==> config.mk <==
export PLATFORM = sky130hd
export DESIGN_NAME = seq_restoring_divider
export DESIGN_NICKNAME = d
export VERILOG_FILES = /design/src/rtl/div_pkg.sv /design/src/rtl/div_controller.sv /design/src/rtl/seq_restoring_divider.sv
export SDC_FILE = /design/constraint.sdc
export NUM_CORES = 1
export LEC_CHECK = 0
export CAP_MARGIN = 10
export CELL_PAD_IN_SITES_DETAIL_PLACEMENT = 1
export CELL_PAD_IN_SITES_GLOBAL_PLACEMENT = 1
export CORE_MARGIN = 5
export CORE_UTILIZATION = 43
export CTS_BUF_LIST = sky130_fd_sc_hd__clkbuf_8
export DETAILED_ROUTE_END_ITERATION = 7
export GPL_TIMING_DRIVEN = 0
export PLACE_DENSITY = 0.79
export SYNTH_ARGS = -nofsm -noshare
export SYNTH_HDL_FRONTEND = slang
export SYNTH_SLANG_ARGS = --single-unit
==> constraint.sdc <==
create_clock -name clk -period 4.1 [get_ports clk]
set_clock_uncertainty 0.15 [all_clocks]
set_input_delay 0.41 -clock clk [delete_from_list [all_inputs] [get_ports clk]]
set_output_delay 0.41 -clock clk [all_outputs]
set_load 0.02 [all_outputs]
==> src/rtl/div_pkg.sv <==
// Shared definitions for the sequential restoring divider: controller state
// encoding, default operand width and the busy-phase latency.
package div_pkg;

   typedef enum logic [1:0] {
      S_IDLE = 2'b00,
      S_LOAD = 2'b01,
      S_ITER = 2'b10,
      S_DONE = 2'b11
   } div_state_t;

   localparam int DIV_N   = 16;
   // cycles spent busy (LOAD plus N iterations) for a non-zero divisor
   localparam int DIV_LAT = DIV_N + 1;

endpackage

==> src/rtl/div_controller.sv <==
// Divider sequencer: IDLE/LOAD/ITER/DONE state machine plus iteration counter,
// producing the datapath strobes and the registered busy/done flags.
module div_controller
   import div_pkg::*;
#(
   parameter int N  = DIV_N,
   parameter int CW = $clog2(N)
) (
   input  logic clk,
   input  logic rst,
   input  logic start,
   input  logic m_zero,
   output logic load,
   output logic shift_sub,
   output logic count_done,
   output logic capture,
   output logic dbz_capture,
   output logic busy,
   output logic done
);

   localparam logic [CW-1:0] LAST_CNT = CW'(N - 1);
   localparam logic [CW-1:0] ONE_CNT  = CW'(1);

   div_state_t    state_r;
   logic [CW-1:0] count_r;
   logic          busy_r;
   logic          done_r;

   assign busy = busy_r;
   assign done = done_r;

   // datapath strobes decoded from the present state
   always_comb begin
      load        = 1'b0;
      shift_sub   = 1'b0;
      count_done  = 1'b0;
      capture     = 1'b0;
      dbz_capture = 1'b0;
      case (state_r)
         S_LOAD: begin
            load        = 1'b1;
            dbz_capture = m_zero;
         end
         S_ITER: begin
            shift_sub  = 1'b1;
            count_done = (count_r == LAST_CNT);
            capture    = (count_r == LAST_CNT);
         end
         default: begin
            load = 1'b0;
         end
      endcase
   end

   // state, counter and registered status flags
   always_ff @(posedge clk or negedge rst) begin
      if (!rst) begin
         state_r <= S_IDLE;
         count_r <= {CW{1'b0}};
         busy_r  <= 1'b0;
         done_r  <= 1'b0;
      end else begin
         case (state_r)
            S_IDLE: begin
               if (start) begin
                  state_r <= S_LOAD;
                  busy_r  <= 1'b1;
               end
            end
            S_LOAD: begin
               count_r <= {CW{1'b0}};
               if (m_zero) begin
                  state_r <= S_DONE;
                  busy_r  <= 1'b0;
                  done_r  <= 1'b1;
               end else begin
                  state_r <= S_ITER;
               end
            end
            S_ITER: begin
               if (count_r == LAST_CNT) begin
                  state_r <= S_DONE;
                  busy_r  <= 1'b0;
                  done_r  <= 1'b1;
               end else begin
                  count_r <= count_r + ONE_CNT;
               end
            end
            S_DONE: begin
               // start held high restarts at once, giving a one-cycle done pulse
               if (start) begin
                  state_r <= S_LOAD;
                  busy_r  <= 1'b1;
                  done_r  <= 1'b0;
               end
            end
            default: begin
               state_r <= S_IDLE;
               busy_r  <= 1'b0;
               done_r  <= 1'b0;
            end
         endcase
      end
   end

endmodule

==> src/rtl/seq_restoring_divider.sv <==
// Sequential restoring divider, one quotient bit per clock.
// Optional two's-complement operation is enabled by defining SIGNED_DIV_EN.
module seq_restoring_divider
   import div_pkg::*;
#(
   parameter int N  = DIV_N,
   parameter int CW = $clog2(N)
) (
   input  logic         clk,
   input  logic         rst,
   input  logic         start,
   input  logic [N-1:0] dividend,
   input  logic [N-1:0] divisor,
   output logic [N-1:0] quotient,
   output logic [N-1:0] remainder,
   output logic         busy,
   output logic         done,
   output logic         div_by_zero
);

   logic         load_s;
   logic         shift_sub_s;
   logic         count_done_s;
   logic         capture_s;
   logic         dbz_capture_s;
   logic         m_zero_s;

   logic [N:0]   a_r;
   logic [N-1:0] q_r;
   logic [N-1:0] m_r;
   logic [N-1:0] quotient_r;
   logic [N-1:0] remainder_r;
   logic         dbz_r;

   logic [N:0]   a_shift_s;
   logic [N:0]   diff_s;
   logic [N:0]   a_next_s;
   logic [N-1:0] q_next_s;
   logic [N-1:0] dd_mag_s;
   logic [N-1:0] dv_mag_s;
   logic [N-1:0] q_res_s;
   logic [N-1:0] r_res_s;
   logic [N-1:0] dbz_q_s;

   assign quotient    = quotient_r;
   assign remainder   = remainder_r;
   assign div_by_zero = dbz_r;
   assign m_zero_s    = (divisor == {N{1'b0}});

   div_controller #(
      .N  (N),
      .CW (CW)
   ) u_ctrl (
      .clk         (clk),
      .rst         (rst),
      .start       (start),
      .m_zero      (m_zero_s),
      .load        (load_s),
      .shift_sub   (shift_sub_s),
      .count_done  (count_done_s),
      .capture     (capture_s),
      .dbz_capture (dbz_capture_s),
      .busy        (busy),
      .done        (done)
   );

   // one restoring step: shift {A,Q}, trial-subtract M, keep or restore
   always_comb begin
      a_shift_s = {a_r[N-1:0], q_r[N-1]};
      diff_s    = a_shift_s - {1'b0, m_r};
      if (diff_s[N]) begin
         a_next_s = a_shift_s;
         q_next_s = {q_r[N-2:0], 1'b0};
      end else begin
         a_next_s = diff_s;
         q_next_s = {q_r[N-2:0], 1'b1};
      end
   end

`ifdef SIGNED_DIV_EN
   localparam logic [N-1:0] ONE_N = {{(N-1){1'b0}}, 1'b1};

   logic sq_r;
   logic sr_r;

   // operand magnitudes, final sign fix-up and the divide-by-zero quotient
   always_comb begin
      if (dividend[N-1]) begin
         dd_mag_s = ~dividend + ONE_N;
         dbz_q_s  = ONE_N;
      end else begin
         dd_mag_s = dividend;
         dbz_q_s  = {N{1'b1}};
      end
      if (divisor[N-1]) begin
         dv_mag_s = ~divisor + ONE_N;
      end else begin
         dv_mag_s = divisor;
      end
      if (sq_r) begin
         q_res_s = ~q_next_s + ONE_N;
      end else begin
         q_res_s = q_next_s;
      end
      if (sr_r) begin
         r_res_s = ~a_next_s[N-1:0] + ONE_N;
      end else begin
         r_res_s = a_next_s[N-1:0];
      end
   end

   // sign bits of the operation in flight
   always_ff @(posedge clk or negedge rst) begin
      if (!rst) begin
         sq_r <= 1'b0;
         sr_r <= 1'b0;
      end else if (load_s) begin
         sq_r <= dividend[N-1] ^ divisor[N-1];
         sr_r <= dividend[N-1];
      end else begin
         sq_r <= sq_r;
         sr_r <= sr_r;
      end
   end
`else
   // unsigned operands pass straight through
   always_comb begin
      dd_mag_s = dividend;
      dv_mag_s = divisor;
      q_res_s  = q_next_s;
      r_res_s  = a_next_s[N-1:0];
      dbz_q_s  = {N{1'b1}};
   end
`endif

   // working registers A/Q/M and the registered results
   always_ff @(posedge clk or negedge rst) begin
      if (!rst) begin
         a_r         <= {(N+1){1'b0}};
         q_r         <= {N{1'b0}};
         m_r         <= {N{1'b0}};
         quotient_r  <= {N{1'b0}};
         remainder_r <= {N{1'b0}};
         dbz_r       <= 1'b0;
      end else begin
         if (load_s) begin
            a_r <= {(N+1){1'b0}};
            q_r <= dd_mag_s;
            m_r <= dv_mag_s;
         end else if (shift_sub_s && !count_done_s) begin
            // the final step goes straight to the result registers
            a_r <= a_next_s;
            q_r <= q_next_s;
         end else begin
            a_r <= a_r;
            q_r <= q_r;
         end

         if (capture_s) begin
            quotient_r  <= q_res_s;
            remainder_r <= r_res_s;
            dbz_r       <= 1'b0;
         end else if (dbz_capture_s) begin
            quotient_r  <= dbz_q_s;
            remainder_r <= dividend;
            dbz_r       <= 1'b1;
         end else begin
            quotient_r  <= quotient_r;
            remainder_r <= remainder_r;
            dbz_r       <= dbz_r;
         end
      end
   end

endmodule
==> results of run 1 <==
power breakdown:
part | internal, uW | switching (uW)
sequential | 1200 | 236
clock | 311 | 326
combinational | 1260 | 1860
path summary, 6_finish.rpt:
| check | to | slack, ps | depth (start not counted) |
|---|---|---|---|
| setup / recovery | remainder[10] | 510 | 13 |
| hold reg to reg | quotient[4] | 370 | 2 |
| setup reg to reg | remainder[10] | 510 | 13 |
| max in group asynchronous | m_r[13] | 2800 | 3 |
| min in group clk | quotient[4] | 370 | 2 |
| hold / removal | remainder[5] | 350 | 2 |
cells in the mapped netlist (3+ instances only):
cell type,number,share of area (%)
mux2i_1,26,5.4
nor2b_1,3,0.39
nand4_1,3,0.39
inv_1,25,1.9
nor4_1,5,0.65
buf_1,3,0.23
dfrtp_1,89,46
o21ai_0,64,6.7
ha_1,22,5.7
nand2b_1,4,0.52
a21o_1,9,1.4
and3_1,13,1.7
a21oi_1,42,4.4
nand2_1,108,8.4
nor2_1,16,1.2
xor2_1,7,1.3
nor3_1,3,0.31
xnor2_1,9,1.6
clkbuf_1,23,1.8
nand3_1,13,1.4
through the flow:
stage	worst slack, ps	TNS, ps	hold slack, ps	power, uW
after floorplan	1090	0	-35.6	3590
after global placement	-944	-83330	334	4390
after detailed placement	565	0	230	4550
after CTS	531	0	361	5220
after global routing	340	0	384	5590
final	509	0	354	5200
timing repair:
item | 4_1_cts | 5_1_grt
hold buffers | 1 | 0
gates resized for setup | 0 | 0
endpoints found under the hold margin | 31 | 0
metal layers:
layer	global-route usage (%)	wire length (um)
met3	3.13	751
met1	30.0	6440
met2	39.6	7240
met4	9.51	397
met5	0	0
sequential cells by signal, indices dropped and copies added (netlist names):
name and cells:
u_ctrl.count_r 4, u_ctrl.busy 1, div_by_zero 1, u_ctrl.done 1, quotient 16, q_r 16, a_r 16, u_ctrl.state_r 2
remainder 16, m_r 16
area by class of cell:
type                    count  area (um2)  area share [%]
inverters                  25        93.8            1.59
flip-flops and latches     89        2230            37.6
repair buffers             71         726            12.3
plain buffers              29         134            2.26
multi-input cells         382        2360            39.9
clock buffers              11         151            2.56
clock inverters             4        52.6           0.888
well taps                 140         175            2.96
cells by family after synthesis:
kind of cell	share of synthesized area (%)
compound gates	17.5
simple gates	16.2
fa+ha+maj	6.13
buf+inv	4.73
flops	46.3
mux	5.64
xor+xnor	3.48
==> insert_results.sql, run 1 <==
INSERT INTO impl_metrics (metric_group, metric, value, unit) VALUES
('drt', 'first_pass_iters', '6', ''),
('synth', 'asyncSetResetFlopFracSynth', '100', '%'),
('place', 'routabilityCongestion', '0.834', ''),
('setup_path', 'crit_path_frequent_cell', 'inv_1', ''),
('global_route', 'grt_max_degree', '59', ''),
('die', 'placeableCoreArea', '10900', 'um2'),
('clocking', 'cts_inserted_buffers', '9', ''),
('clocking', 'htree_num_levels', '3', ''),
('cells_and_area', 'design_area', '5920', 'um2'),
('setup_path', 'startpoint', 'q_r[15]', ''),
('synth', 'synth_top_flop_cell', 'dfrtp_1', ''),
('drt', 'dr.first_iter.drc_count', '267', ''),
('timing', 'timing.final.crit_share', '87.6', '%'),
('global_route', 'grt_usage', '23.3', '%'),
('setup_path', 'slowest_delay', '440', 'ps'),
('die', 'die-width', '116', 'um'),
('setup_path', 'startpoint_to_endpoint_class_of_the_critical_path', 'register to register', ''),
('place', 'post-dp-hpwl', '11300', 'um'),
('synth', 'yosys_warns', '0', ''),
('pwr', 'p_per_area', '878', 'nW/um2'),
('setup_path', 'cp.buffers_inverters', '3', ''),
('cells_and_area', 'final_cell_mix', 'nand2_1 (108), dfrtp_1 (89), clkdlybuf4s50_1 (68), o21ai_0 (64), a21oi_1 (42)', ''),
('pwr', 'leakage', '0.00264', 'uW'),
('synth', 'syn_avg_cell_area', '9.17', 'um2'),
('place', 'dp_cells', '735', ''),
('setup_path', 'crit_path_start_kind', 'register', ''),
('die', 'ioPinCount', '70', ''),
('drt', 'drc', '0', ''),
('cells_and_area', 'postLayoutCoreUtil', '54.4', '%'),
('run', 'cap_violations', '0', ''),
('die', 'die_area', '13400', 'um2'),
('setup_path', 'path_cells', 'inv_1 -> ha_1 -> inv_1 -> fa_1 -> a211oi_2 -> o21ai_2 -> o2111ai_2 -> o221ai_2 -> a41oi_4 -> xnor2_4 -> buf_6 -> mux2i_1 -> a21oi_1', ''),
('timing', 'setup_viol_count_final', '0', ''),
('drt', 'vias', '4228', ''),
('clocking', 'cts-root-buf', 'clkbuf_8', ''),
('synth', 'yosysUniqueCellTypes', '50', ''),
('synth', 'ys_ff_latch', '89', ''),
('clocking', 'clock_path_buffers', '2', ''),
('synth', 'syn-num-nets', '583', ''),
('global_route', 'globalRoute.totalOverflow', '0', ''),
('cells_and_area', 'layout-drive-gt1-share', '4.91', '%'),
('global_route', 'vias_in_the_first_global_route', '4660', ''),
('timing', 'rsz0062_at_grt', 'false', ''),
('pwr', 'worst_ir_drop_vdd', '0.452', 'mV'),
('place', 'numPortBuffers', '69', ''),
('timing', 'fmaxAchievable', '278', 'MHz'),
('setup_path', 'critical_path.max_fanout', '10', ''),
('drt', 'antenna_left', '0', ''),
('die', 'chipHeight', '116', 'um'),
('clocking', 'cts.sink_count', '89', ''),
('timing', 'post-route-min-period', '3590', 'ps'),
('setup_path', 'r2r_start', 'q_r[15]', ''),
('hold_path', 'worst_hold_path_type', 'input port to asynchronous set/reset pin', ''),
('cells_and_area', 'layout_commonest_cell', 'nand2_1', ''),
('cells_and_area', 'nets', '665', ''),
('setup_path', 'worst_path_max_delay_cell', 'fa_1', ''),
('setup_path', 'critPathArrivalTime', '3680', 'ps'),
('clocking', 'post-cts-setup-buffer-count', '0', ''),
('clocking', 'cts_tree', 'built', ''),
('setup_path', 'worstPathRequired', '4190', 'ps'),
('global_route', 'wire_length_of_the_first_global_routing_pass', '24000', 'um'),
('synth', 'synthCells', '525', ''),
('synth', 'netlist_area_pre_place', '4810', 'um2'),
('run_status', 'outcome', 'finished clean', ''),
('synth', 'synth.yosys.seq_area_share', '46.3', '%'),
('timing', 'finalHoldViolCount', '0', ''),
('drt', 'totalWireLength', '14800', 'um'),
('clocking', 'worst_skew_pair.late_latency', '380', 'ps'),
('drt', 'post_drt_wl_per_cell', '19.7', 'um'),
('cells_and_area', 'areaGrowthSynthToFinish', '23.0', '%'),
('drt', 'drt-vias-per-instance', '5.63', ''),
('cells_and_area', 'diodes', '0', ''),
('setup_path', 'critical_path.top_delay_family', 'compound AO/OA/AOI/OAI gates', ''),
('global_route', 'initial_antenna_violation_count', '0', ''),
('timing', 'slew_violations', '0', ''),
('place', 'placed_cell_area', '5700', 'um2'),
('timing', 'worst_slew_pin_slew', '812', 'ps'),
('clocking', 'worst_setup_hold_path_clk_slew', '90', 'ps'),
('die', 'initial_utilization', '44.2', '%'),
('synth', 'synth_edf_count', '0', ''),
('setup_path', 'cp_endpoint_kind', 'register', ''),
('die', 'placement_rows', '38', ''),
('cells_and_area', 'nFillCells', '1307', ''),
('timing', 'slew_headroom', '45.9', '%'),
('cells_and_area', 'finish.cell_count_without_fillers', '751', '');
No activity file was read; power rests on OpenSTA's default activity.
==> run 2, diff against run 1 <==
--- a/config.mk
+++ b/config.mk
@@ -13,7 +13,7 @@
 export CTS_BUF_LIST = sky130_fd_sc_hd__clkbuf_8
 export DETAILED_ROUTE_END_ITERATION = 7
 export GPL_TIMING_DRIVEN = 0
-export PLACE_DENSITY = 0.79
+export PLACE_DENSITY = 0.83
 export SYNTH_ARGS = -nofsm -noshare
 export SYNTH_HDL_FRONTEND = slang
 export SYNTH_SLANG_ARGS = --single-unit
==> run 2 against run 1 <==
  * Wire length grew 2.1%
  * Flip-flop and latch count stayed put
  * Via count is 2.7% higher
  * Total power grew 2.4%
  * Setup slack lost 40 ps
  * Critical endpoint unchanged
  * Largest cell class unchanged
==> insert_results.sql, run 2 (same netlist as run 1, synthesis figures left out) <==
INSERT INTO impl_metrics (metric_group, metric, value, unit) VALUES
('run_status', 'outcome', 'finished clean', ''),
('drt', 'dr.first_iter.drc_count', '251', ''),
('pwr', 'leakage', '0.00267', 'uW'),
('place', 'place_ws', '543', 'ps'),
('timing', 'rsz0062_at_grt', 'false', ''),
('timing', 'setup_viol_count_final', '0', ''),
('clocking', 'clock_path_buffers', '2', ''),
('run', 'cap_violations', '0', ''),
('clocking', 'worst_skew_pair.late_latency', '390', 'ps'),
('drt', 'totalWireLength', '15100', 'um'),
('pwr', 'p_per_area', '892', 'nW/um2'),
('die', 'ioPinCount', '70', ''),
('clocking', 'cts.sink_count', '89', ''),
('die', 'placeableCoreArea', '10900', 'um2'),
('global_route', 'grt_max_degree', '58', ''),
('timing', 'finalHoldViolCount', '0', ''),
('cells_and_area', 'areaGrowthSynthToFinish', '23.9', '%'),
('timing', 'worst_slew_pin_slew', '811', 'ps'),
('cells_and_area', 'sequential_cell_area', '2230', 'um2'),
('clocking', 'htree_num_levels', '3', ''),
('timing', 'hold-worst-slack', '356', 'ps'),
('timing', 'post-route-min-period', '3630', 'ps'),
('hold_path', 'worst_hold_path_type', 'input port to asynchronous set/reset pin', ''),
('clocking', 'worst_setup_hold_path_clk_slew', '90', 'ps'),
('global_route', 'wire_length_of_the_first_global_routing_pass', '24400', 'um'),
('timing', 'fmaxAchievable', '275', 'MHz'),
('clocking', 'cts_inserted_buffers', '9', ''),
('cells_and_area', 'diodes', '0', ''),
('setup_path', 'worst-r2r-setup-slack', '470', 'ps'),
('timing', 'slew_headroom', '45.9', '%'),
('drt', 'vias', '4344', ''),
('global_route', 'initial_antenna_violation_count', '0', ''),
('die', 'initial_utilization', '44.2', '%'),
('cells_and_area', 'multi_input_comb_area', '2360', 'um2'),
('setup_path', 'critical_path.max_fanout', '10', ''),
('place', 'numPortBuffers', '69', ''),
('drt', 'drt-vias-per-instance', '5.78', ''),
('drt', 'post_drt_wl_per_cell', '20.1', 'um'),
('place', 'post-dp-hpwl', '11100', 'um'),
('die', 'chipHeight', '116', 'um'),
('timing', 'slew_violations', '0', ''),
('setup_path', 'crit_path_start_kind', 'register', ''),
('cells_and_area', 'nFillCells', '1321', ''),
('setup_path', 'cp_endpoint_kind', 'register', ''),
('cells_and_area', 'nets', '665', ''),
('place', 'routabilityCongestion', '0.843', ''),
('timing', 'timing.final.crit_share', '88.6', '%'),
('timing', 'worst_slack', '469', 'ps'),
('die', 'die-width', '116', 'um'),
('setup_path', 'worstPathRequired', '4190', 'ps'),
('pwr', 'worst_ir_drop_vdd', '0.317', 'mV'),
('drt', 'antenna_left', '0', ''),
('global_route', 'grt_usage', '23.5', '%'),
('die', 'placement_rows', '38', ''),
('clocking', 'cts-root-buf', 'clkbuf_8', ''),
('die', 'die_area', '13400', 'um2'),
('drt', 'drc', '0', ''),
('global_route', 'globalRoute.totalOverflow', '0', ''),
('cells_and_area', 'layout_commonest_cell', 'nand2_1', ''),
('global_route', 'vias_in_the_first_global_route', '4587', ''),
('setup_path', 'critPathArrivalTime', '3720', 'ps'),
('cells_and_area', 'layout-drive-gt1-share', '5.07', '%'),
('cells_and_area', 'final_cell_mix', 'nand2_1 (108), dfrtp_1 (89), clkdlybuf4s50_1 (68), o21ai_0 (64), a21oi_1 (42)', ''),
('setup_path', 'startpoint_to_endpoint_class_of_the_critical_path', 'register to register', ''),
('cells_and_area', 'postLayoutCoreUtil', '54.8', '%'),
('clocking', 'cts.repair.resized', '0', ''),
('clocking', 'cts_tree', 'built', ''),
('drt', 'first_pass_iters', '4', '');
run 2: cell count changes in the layout (fill, tap and decap cells not counted), sizes merged:
cell,previous run,this run
inv,25,28
clkbuf,34,32
bufinv,1,3
clkinvlp,3,1
run 2: final cells by class:
class                      instances  share of cell area (%)
buffer                            29                    2.25
clock buffer                       9                    2.08
clock inverter                     7                    2.08
inverter                          25                    1.57
multi-input combinational        382                    39.6
sequential                        89                    37.4
tap                              140                    2.94
timing repair buffer              71                    12.2
run 2: worst paths after layout:
kind | from | endpoint | depth (start not counted)
setup / recovery | q_r[15] | remainder[10] | 13
hold / removal | rst | remainder[6] | 2
setup reg to reg | q_r[15] | remainder[10] | 13
hold reg to reg | q_r[13] | quotient[14] | 2
max in group asynchronous | rst | a_r[2] | 3
min in group clk | q_r[13] | quotient[14] | 2
run 2: critical path: stages (launching register included):
cell and delay, ps:
dfrtp_1 410, inv_1 130, ha_1 190, inv_1 70
fa_1 450, a211oi_2 240, o21ai_2 110, o2111ai_2 260
o221ai_2 180, a41oi_4 370, xnor2_4 200, buf_6 200
mux2i_1 390, a21oi_1 120
run 2: report_power, final:
group | switching, uW | internal [uW] | leakage, uW | total (uW)
Sequential | 235 | 1200 | 0.00114 | 1440
Combinational | 1850 | 1260 | 0.00141 | 3110
Clock | 356 | 411 | 0.000121 | 767
Total | 2440 | 2880 | 0.00267 | 5320
run 2: per-layer routing:
layer  share of wire [%]  wire, um  global-route usage [%]  up-vias
li1                    -         -                       -     1978
met1                  44      6700                    30.6     2231
met2                  49      7420                    39.9      108
met3                 4.5       681                    3.97       27
met4                 2.2       335                    7.50        0
met5                   0         0                       0        -
run 2: repair_timing:
item | 4_1_cts | 5_1_grt
endpoints found under the setup margin | 0 | 0
hold buffers | 1 | 0
hold endpoints to repair | 32 | 0
buffers inserted | 0 | 0
run 2: stage by stage:
step | cells | power [uW] | cell area [um2] | TNS (ps)
6_report | 752 | 5320 | 5960 | 0
3_3_place_gp | 734 | 4360 | 5680 | -76950
5_1_grt | 752 | 5690 | 5960 | 0
3_5_place_dp | 735 | 4520 | 5700 | 0
4_1_cts | 752 | 5310 | 5960 | 0
2_1_floorplan | 525 | 3590 | 4810 | 0
